### src/rtl/dispatch_pkg.sv
// dispatch_pkg: shared core encodings and widths for the dual-issue dispatch stage
package dispatch_pkg;
  localparam int ISSUE_W = 2;
  localparam int RF_PORTS = 4;
  localparam int REG_AW = 5;
  localparam int DATA_W = 32;
  typedef enum logic [2:0] {
    ALU_SEL_NOP,
    ALU_SEL_LOGIC,
    ALU_SEL_SHIFT,
    ALU_SEL_ARITH,
    ALU_SEL_MUL,
    ALU_SEL_JUMP,
    ALU_SEL_LOAD_STORE,
    ALU_SEL_CSR
  } alu_sel_e;
  localparam logic [7:0] ALU_OP_NOP   = 8'h00;
  localparam logic [7:0] ALU_OP_AND   = 8'h01;
  localparam logic [7:0] ALU_OP_OR    = 8'h02;
  localparam logic [7:0] ALU_OP_XOR   = 8'h03;
  localparam logic [7:0] ALU_OP_NOR   = 8'h04;
  localparam logic [7:0] ALU_OP_SLL   = 8'h10;
  localparam logic [7:0] ALU_OP_SRL   = 8'h11;
  localparam logic [7:0] ALU_OP_SRA   = 8'h12;
  localparam logic [7:0] ALU_OP_ADD   = 8'h20;
  localparam logic [7:0] ALU_OP_SUB   = 8'h21;
  localparam logic [7:0] ALU_OP_SLT   = 8'h22;
  localparam logic [7:0] ALU_OP_SLTU  = 8'h23;
  localparam logic [7:0] ALU_OP_MUL   = 8'h30;
  localparam logic [7:0] ALU_OP_MULH  = 8'h31;
  localparam logic [7:0] ALU_OP_DIV   = 8'h32;
  localparam logic [7:0] ALU_OP_MOD   = 8'h33;
  localparam logic [7:0] ALU_OP_BEQ   = 8'h40;
  localparam logic [7:0] ALU_OP_BNE   = 8'h41;
  localparam logic [7:0] ALU_OP_JIRL  = 8'h42;
  localparam logic [7:0] ALU_OP_LDW   = 8'h50;
  localparam logic [7:0] ALU_OP_STW   = 8'h51;
  localparam logic [7:0] ALU_OP_CSRRD = 8'h60;
  localparam logic [7:0] ALU_OP_CSRWR = 8'h61;
  localparam logic [7:0] ALU_OP_ERTN  = 8'h62;
  function automatic logic wr_hit(input logic we, input logic [REG_AW-1:0] waddr, input logic [REG_AW-1:0] addr);
    return we && waddr == addr;
  endfunction
endpackage

### src/rtl/dispatch_fwd.sv
// dispatch_fwd: resolves one source operand through the bypass network and flags load-use
module dispatch_fwd
  import dispatch_pkg::*;
(
  input  logic                en,
  input  logic [REG_AW-1:0]   addr,
  input  logic [1:0]          ex_we,
  input  logic [1:0]          ex_is_load,
  input  logic [9:0]          ex_waddr,
  input  logic [63:0]         ex_wdata,
  input  logic [1:0]          mem_we,
  input  logic [9:0]          mem_waddr,
  input  logic [63:0]         mem_wdata,
  input  logic [DATA_W-1:0]   rf_data,
  output logic [DATA_W-1:0]   data,
  output logic                load_use
);
  logic [1:0] ex_hit;
  logic [1:0] mem_hit;
  // Youngest producer wins: ex slot1, ex slot0, mem slot1, mem slot0, then the regfile
  always_comb begin
    ex_hit = {wr_hit(ex_we[1], ex_waddr[9:5], addr), wr_hit(ex_we[0], ex_waddr[4:0], addr)};
    mem_hit = {wr_hit(mem_we[1], mem_waddr[9:5], addr), wr_hit(mem_we[0], mem_waddr[4:0], addr)};
    data = (!en || addr == '0) ? '0 :
           ex_hit[1]  ? ex_wdata[63:32] :
           ex_hit[0]  ? ex_wdata[31:0] :
           mem_hit[1] ? mem_wdata[63:32] :
           mem_hit[0] ? mem_wdata[31:0] : rf_data;
    load_use = en && addr != '0 && |(ex_hit & ex_is_load);
  end
endmodule

### src/rtl/dispatch.sv
// dispatch: in-order dual-issue dispatch with hazard checks and operand forwarding
module dispatch
  import dispatch_pkg::*;
(
  input  logic        clk,
  input  logic        rst,
  input  logic        flush,
  input  logic        ex_stall,
  input  logic [1:0]  q_valid,
  input  logic [63:0] q_pc,
  input  logic [63:0] q_inst,
  input  logic [15:0] q_aluop,
  input  logic [5:0]  q_alusel,
  input  logic [63:0] q_imm,
  input  logic [1:0]  q_reg1_en,
  input  logic [1:0]  q_reg2_en,
  input  logic [9:0]  q_reg1_addr,
  input  logic [9:0]  q_reg2_addr,
  input  logic [1:0]  q_reg_we,
  input  logic [9:0]  q_reg_waddr,
  input  logic [1:0]  q_is_privilege,
  output logic [1:0]  dequeue_en,
  output logic [19:0] rf_raddr,
  input  logic [127:0] rf_rdata,
  input  logic [1:0]  ex_we,
  input  logic [1:0]  ex_is_load,
  input  logic [9:0]  ex_waddr,
  input  logic [63:0] ex_wdata,
  input  logic [1:0]  mem_we,
  input  logic [9:0]  mem_waddr,
  input  logic [63:0] mem_wdata,
  output logic [1:0]  issue_valid,
  output logic [63:0] issue_pc,
  output logic [63:0] issue_inst,
  output logic [63:0] issue_imm,
  output logic [63:0] issue_src1,
  output logic [63:0] issue_src2,
  output logic [15:0] issue_aluop,
  output logic [5:0]  issue_alusel,
  output logic [1:0]  issue_reg_we,
  output logic [9:0]  issue_reg_waddr
);
  logic [REG_AW-1:0] rd_addr [RF_PORTS];
  logic              rd_en [RF_PORTS];
  logic [DATA_W-1:0] src [RF_PORTS];
  logic [RF_PORTS-1:0] lu;
  logic raw;
  logic waw;
  logic [ISSUE_W-1:0] dq;
  // Port g serves slot g/2; even ports are source 1, odd ports source 2
  genvar g;
  for (g = 0; g < RF_PORTS; g++) begin : g_fwd
    assign rd_addr[g] = (g % 2) == 1 ? q_reg2_addr[5*(g/2) +: 5] : q_reg1_addr[5*(g/2) +: 5];
    assign rd_en[g] = (g % 2) == 1 ? q_reg2_en[g/2] : q_reg1_en[g/2];
    assign rf_raddr[5*g +: 5] = rd_addr[g];
    dispatch_fwd u_fwd (
      .en        (rd_en[g]),
      .addr      (rd_addr[g]),
      .ex_we     (ex_we),
      .ex_is_load(ex_is_load),
      .ex_waddr  (ex_waddr),
      .ex_wdata  (ex_wdata),
      .mem_we    (mem_we),
      .mem_waddr (mem_waddr),
      .mem_wdata (mem_wdata),
      .rf_data   (rf_rdata[32*g +: 32]),
      .data      (src[g]),
      .load_use  (lu[g])
    );
  end
  // Issue decision: slot1 rides along only when slot0 goes and the pair is independent
  always_comb begin
    raw = q_reg_we[0] && q_reg_waddr[4:0] != '0 &&
          ((q_reg1_en[1] && q_reg1_addr[9:5] == q_reg_waddr[4:0]) ||
           (q_reg2_en[1] && q_reg2_addr[9:5] == q_reg_waddr[4:0]));
    waw = &q_reg_we && q_reg_waddr[4:0] != '0 && q_reg_waddr[4:0] == q_reg_waddr[9:5];
    dq[0] = !rst && q_valid[0] && !ex_stall && !flush && !(lu[0] || lu[1]);
    dq[1] = dq[0] && q_valid[1] && !(lu[2] || lu[3]) && !raw && !waw && !(|q_is_privilege);
    dequeue_en = dq;
  end
  // Issue registers: reset clears, flush kills, stall holds, otherwise capture the head pair
  always_ff @(posedge clk) begin
    if (rst) begin
      issue_valid     <= '0;
      issue_pc        <= '0;
      issue_inst      <= '0;
      issue_imm       <= '0;
      issue_src1      <= '0;
      issue_src2      <= '0;
      issue_aluop     <= '0;
      issue_alusel    <= '0;
      issue_reg_we    <= '0;
      issue_reg_waddr <= '0;
    end else if (flush) begin
      issue_valid <= '0;
    end else if (!ex_stall) begin
      issue_valid     <= dq;
      issue_pc        <= q_pc;
      issue_inst      <= q_inst;
      issue_imm       <= q_imm;
      issue_src1      <= {src[2], src[0]};
      issue_src2      <= {src[3], src[1]};
      issue_aluop     <= q_aluop;
      issue_alusel    <= q_alusel;
      issue_reg_we    <= q_reg_we & dq;
      issue_reg_waddr <= q_reg_waddr;
    end
  end
endmodule

### config.mk
export PLATFORM = sky130hd
export DESIGN_NAME = dispatch
export DESIGN_NICKNAME = d
export VERILOG_FILES = /design/src/rtl/dispatch_pkg.sv /design/src/rtl/dispatch_fwd.sv /design/src/rtl/dispatch.sv
export SDC_FILE = /design/constraint.sdc
export NUM_CORES = 1
export LEC_CHECK = 0
export ABC_AREA = 1
export CAP_MARGIN = 20
export CELL_PAD_IN_SITES_DETAIL_PLACEMENT = 1
export CELL_PAD_IN_SITES_GLOBAL_PLACEMENT = 2
export CORE_AREA = 4 4 356 358
export DETAILED_ROUTE_END_ITERATION = 8
export DIE_AREA = 0 0 360 362
export PLACE_DENSITY = 0.64
export SYNTH_ARGS = -nofsm -noshare
export SYNTH_HDL_FRONTEND = slang
export SYNTH_SLANG_ARGS = --single-unit
export TNS_END_PERCENT = 100
### constraint.sdc
create_clock -name clk -period 3.6 [get_ports clk]
set_input_delay 0.72 -clock clk [delete_from_list [all_inputs] [get_ports clk]]
set_output_delay 0.72 -clock clk [all_outputs]
set_load 0.03 [all_outputs]
# == Yosys cells after proc, flatten, opt, wreduce, memory -nomap -nowiden ==
# Index checks and enable logic that the tools add are counted.
# word_totals
romBits,0
input_bits,540
reg_bits,356
latch_bits,0
ramBits,0
n_memories,0
out_inout_bits,378
wordCells,131
# op_classes
bitwise,7
multipliers,0
n_reduce_logical,75
n_div,0
n_mux,20
n_shift,0
addsub,0
eq_ne,19
magnitude_cmp,0
# ops
cell,count
32-bit 2-to-1 mux,20
5-bit equality test,19
1-bit logical AND,39
5-bit nonzero test,5
5-bit logical NOT,4
1-bit logical NOT,12
2-bit OR reduction,6
2-bit AND,5
1-bit logical OR,7
2-bit AND reduction,2
1-bit inverter,2

# == Logic depth before layout (Yosys ltp) ==
# depth
depth_word,14
depth_mapped,13
mapped_depth_nobuf,12

# == Cells and area by module ==
# A second synthesis with hierarchy kept.
# hier_totals
cells_unflattened,3556
area_unflattened_um2,22607.9
# by_module_without_submodules
mod,n_inst,area_each_um2,cells_per_inst,seq_area_each_um2
dispatch,1,12818.5,1648,7126.8
dispatch_fwd,4,2447.3,477,0.0

# == Worst setup path before layout ==
# No wires, ideal clock.
# synth_timing
path_type,input to output
from,input port q_reg2_addr[3]
to,output port dequeue_en[1]
arrival_time_ps,2095
path_stages,9
required_time_ps,2880
path_slack_ps,785
path_buffers,0
cell_sequence,inv_1 > nand4_1 > o21ai_0 > inv_1 > nand2_1 > nand2_1 > nor2_1 > nand2_1 > inv_1
# synth_between
elab_chain_len,13
word_cells_on_any_way,17
classes_between,2 x eq/ne; 1 x bitwise; 14 x reduce/logical
# synth_rtl
item,line,rtl
start: declaration,dispatch.sv:18,"input logic [9:0] q_reg2_addr,"
5-bit equality test,dispatch_pkg.sv:42,return we && waddr == addr;
1-bit logical AND,dispatch_pkg.sv:42,
2-bit AND,dispatch_fwd.sv:29,load_use = en && addr != '0 && |(ex_hit & ex_is_load);
2-bit OR reduction,dispatch_fwd.sv:29,
1-bit logical AND (*),dispatch_fwd.sv:29,
1-bit logical OR (*),dispatch.sv:77,dq[0] = !rst && q_valid[0] && !ex_stall && !flush && !(lu[0] || lu[1]);
1-bit logical NOT (*),dispatch.sv:77,
1-bit logical AND (*),dispatch.sv:77,
net dequeue_en[0],dispatch.sv:22,"output logic [1:0] dequeue_en,"
1-bit logical AND (*) (5 in a row),dispatch.sv:78,dq[1] = dq[0] && q_valid[1] && !(lu[2] || lu[3]) && !raw && !waw && !(|q_is_privilege);
end: declaration,dispatch.sv:22,
# Mark *: on every way through the listed nets, which the timed path passes. The rest lies on a longest branch.

# == Worst setup path in the final report ==
# layout_timing
from,input port q_reg1_addr[9]
to,output port dequeue_en[1]
# layout_between
elab_chain_len,11
word_cells_on_any_way,20
classes_between,3 x eq/ne; 1 x bitwise; 16 x reduce/logical
# layout_rtl
item,line,rtl
start: declaration,dispatch.sv:17,"input logic [9:0] q_reg1_addr,"
5-bit equality test,dispatch_pkg.sv:42,
1-bit logical AND,dispatch_pkg.sv:42,
2-bit AND,dispatch_fwd.sv:29,
2-bit OR reduction,dispatch_fwd.sv:29,
1-bit logical AND,dispatch_fwd.sv:29,
1-bit logical OR,dispatch.sv:78,
1-bit logical NOT,dispatch.sv:78,
1-bit logical AND,dispatch.sv:78,
1-bit logical AND (*) (3 in a row),dispatch.sv:78,
# Mark *: on every way between the ends. The rest lies on a longest branch, timed or not.

==> impl_metrics.json <==
{
  "floorplan.die_area_um2": 130300,
  "timing_worst_slew_pin_value_ns": 0.9909,
  "layout_overhead_on_the_synthesized_area_pct": 65.66,
  "fillerInstances": 15080,
  "arrival_ns": 2.70,
  "worst_ep_required_time_ns": 2.88,
  "antenna_found_initial": 91,
  "synthTopCellsByArea": "dfxtp_1 36%, nand2_1 23%, a21oi_1 13%",
  "floorplan.initialDensity": 0.1627,
  "hold_path_end": "issue_src1[55]$_SDFFE_PP0P_",
  "post_synth_instance_area_um2": 20060,
  "postSynthNetCount": 3768,
  "totalWireLength_mm": 148.8,
  "final.min_clock_period_ns": 3.420,
  "status": "completed",
  "crit_chain": "clkdlybuf4s50_1 -> inv_2 -> o21ai_0 -> nor2_1 -> nand4_1 -> nand2_1 -> nand2_1 -> nand2_1 -> nor2_1 -> buf_4 -> nand2_1 -> inv_1 -> buf_12",
  "top_level_ports": 918,
  "post-synth-top-area-cell": "dfxtp_1",
  "routed_vias": 25390,
  "slew_violations": 0,
  "fin_cells": 5757,
  "syn_warnings": 0,
  "grt_pass1_wl_mm": 205.2,
  "worstSetupStartpointType": "input pin",
  "cts-root-to-sink-buffers": 3,
  "timing.max_cap.violations": 0,
  "finalSetupViolations": 0,
  "max_clock_freq_mhz": 292.4,
  "power_switching_mw": 3.968,
  "fin_crit_sh": 0.9499,
  "grtUsageTotal": 0.2172,
  "postRouteAntennaNets": 0,
  "grt_max_degree": 152,
  "first_iter_violations": 1596,
  "routedWlPerCell_um": 25.84,
  "timing_hold_violations_final": 0,
  "rsz0062_at_grt": "no",
  "r2r-end": "issue_reg_waddr[5]$_SDFFE_PP0P_",
  "max-slew-margin-rel": 0.3394,
  "detailedPlace.worstSlack_ns": 0.04548,
  "chipHeight_um": 362,
  "avgSynthCellArea_um2": 6.215,
  "path_buf_inv": 5,
  "row_count": 129,
  "worstReg2RegStart": "issue_reg_waddr[5]$_SDFFE_PP0P_",
  "skew_ns": 0,
  "setup_ws_ns": 0.1802,
  "place.gp.congestion": 0.8453,
  "synth.yosys.seq_area_share": 0.3553,
  "sinks_on_clock_net": 356,
  "worst_skew_pair.late_latency_ns": 0.62,
  "p_int_mw": 8.725,
  "cts_hold_repair.buffers": 0,
  "timing.critical_path.slowest_cell_delay_ns": 0.59,
  "vdd_ir_drop_max_v": 0.0003400,
  "hp-start": "rst",
  "dp.cells": 5627,
  "first_global_vias": 25770,
  "hp-class": "in -> reg",
  "critical_path.endpoint_type": "output port",
  "count_of_buffers_from_port_buffering": 917,
  "power.share.clock": 0.439,
  "cts.reportedPaths.clkPinSlew_ns": 0.06,
  "worstHoldPathCells": 2,
  "dp_hpwl_mm": 114.4,
  "core_area_um2": 123300,
  "sw_frac_of_total": 0.3126,
  "clock_root_buffer": "clkbuf_16",
  "dieWidth_um": 360,
  "critPathMostFrequentCell": "nand2_1",
  "cts_max_level": 2,
  "syn-instance-count": 3228,
  "grt_overflow": 0,
  "cts_tree": "built",
  "worst_path_max_delay_cell": "clkdlybuf4s50_1",
  "comb_power_share": 0.230,
  "ys_types": 31,
  "numCtsBuffers": 52,
  "layout-drive-gt1-share": 0.08020,
  "power.share.sequential": 0.331,
  "synth_largest_type_area_fraction": 0.3553,
  "path_class": "in -> out",
  "via_per_inst": 4.411,
  "layout.nets": 4587,
  "post-route-drc-count": 0,
  "critical-path-top-delay-family": "buffers and inverters",
  "final_core_util": 0.2695,
  "cp_max_fo": 6,
  "r2r_setup_slack_ns": 2.87,
  "power_density_nw_per_um2": 381.9,
  "synth_register_bits": 356,
  "drtPass1Iterations": 5,
  "p_leak_nw": 13.05,
  "worst-r2r-cell-count": 2
}
-- power by group through the flow --
stage / combinational (mW) / sequential (mW) / clock, mW
floorplan: 0.932 / 4.60 / 0
global placement: 2.94 / 4.28 / 0
detailed placement: 2.94 / 4.28 / 0
CTS: 2.95 / 4.20 / 5.77
global route: 3.13 / 4.22 / 5.92
finish: 2.92 / 4.20 / 5.58
-- layer usage --
layer / vias up / GRT usage / wire, um
met1: 12030 / 0.2546 / 59980
met4: 66 / 0.06577 / 4055
met3: 259 / 0.07589 / 12570
met2: 905 / 0.3727 / 71760
li1: 12130 / - / -
met5: - / 0 / 389
-- cell usage after synthesis --
cell type  number
nor2_2          1
a211oi_1        7
buf_2          80
a22oi_1         1
nor3b_1         1
buf_6          24
o211ai_2        3
nand3_1       266
nand2_4         3
a21oi_1       522
nand4_1        15
buf_4          33
buf_1           7
o21ai_0        24
nor3_4          1
dfxtp_1       356
o21a_1          1
nand2_1      1234
nand3_2         5
a21oi_2        94
inv_1          73
xor2_1          4
o21ai_1         5
o22ai_1        16
nor3_1          1
and3_1          4
clkbuf_1      104
clkinv_1        1
nor2_1        320
inv_2          20
nor2_4          2
-- metrics by stage --
stage | setup TNS (ns) | hold WS [ns] | cell area (um2) | power [mW]
6_report | 0 | 0.4254 | 33230 | 12.69
5_1_grt | 0 | 0.3989 | 33190 | 13.27
4_1_cts | 0 | 0.3858 | 33130 | 12.93
3_5_place_dp | 0 | 0.4530 | 31280 | 7.224
3_3_place_gp | -0.02988 | 0.4480 | 31280 | 7.223
2_1_floorplan | 0 | 0.5905 | 20060 | 5.531
-- repair_timing --
action,4_1_cts,5_1_grt
setup endpoints to repair,0,1
resized for setup,0,3
setup buffers,0,3
-- layout by cell type, fill, tap and decap left out, drive strengths merged --
| cell type | Yosys | final |
|---|---|---|
| a211oi | 7 | 7 |
| a21oi | 616 | 616 |
| a22oi | 1 | 1 |
| and3 | 4 | 4 |
| buf | 144 | 100 |
| bufinv | 0 | 6 |
| clkbuf | 104 | 75 |
| clkdlybuf4s50 | 0 | 910 |
| clkinv | 1 | 12 |
| clkinvlp | 0 | 3 |
| dfxtp | 356 | 356 |
| diode | 0 | 30 |
| dlymetal6s2s | 0 | 3 |
| inv | 93 | 95 |
| nand2 | 1237 | 1237 |
| nand3 | 271 | 271 |
| nand4 | 15 | 15 |
| nor2 | 323 | 323 |
| nor3 | 2 | 2 |
| nor3b | 1 | 1 |
| o211ai | 3 | 3 |
| o21a | 1 | 1 |
| o21ai | 29 | 29 |
| o22ai | 16 | 16 |
| xor2 | 4 | 4 |
-- cell type report --
cell class,instances,area (um2),area share
diodes,30,75.07,0.002259
flip-flops and latches,356,7127,0.2145
clock buffers,75,1539,0.04631
multi-input cells,2530,11350,0.3416
clock inverters,22,311.5,0.009375
repair buffers,1013,10420,0.3135
inverters,94,360.3,0.01084
well taps,1637,2048,0.06163
-- kinds of logic (layout without fill, tap and decap cells) --
family	after synthesis	after routing	share of synthesized area
and+or+nand+nor	1853	1853	0.3701
other	0	30	0
buffers and inverters	342	1204	0.08414
DFF	356	356	0.3553
AOI/OAI and AO/OA	673	673	0.1887
xor gates and xnor gates	4	4	0.001746
-- state kept, by name, summed over array words and instances, names as in the netlist --
register	count
issue_valid	2
issue_src1	64
issue_alusel	6
issue_reg_we	2
issue_src2	64
issue_aluop	16
issue_imm	64
issue_inst	64
issue_reg_waddr	10
issue_pc	64
-- worst max path at each step --
stage	from	to	slack [ns]	cells after the start
2_1_floorplan	q_reg2_addr[3]	dequeue_en[1]	0.78	9
3_3_place_gp	q_reg2_addr[6]	dequeue_en[1]	-0.03	12
3_5_place_dp	q_reg1_addr[8]	dequeue_en[1]	0.05	13
4_1_cts	q_reg1_addr[8]	dequeue_en[1]	0.04	13
5_1_grt	q_reg2_addr[8]	dequeue_en[1]	0.0005	12
6_report	q_reg1_addr[9]	dequeue_en[1]	0.18	13
Note: power is estimated with default switching activity, not from simulation.
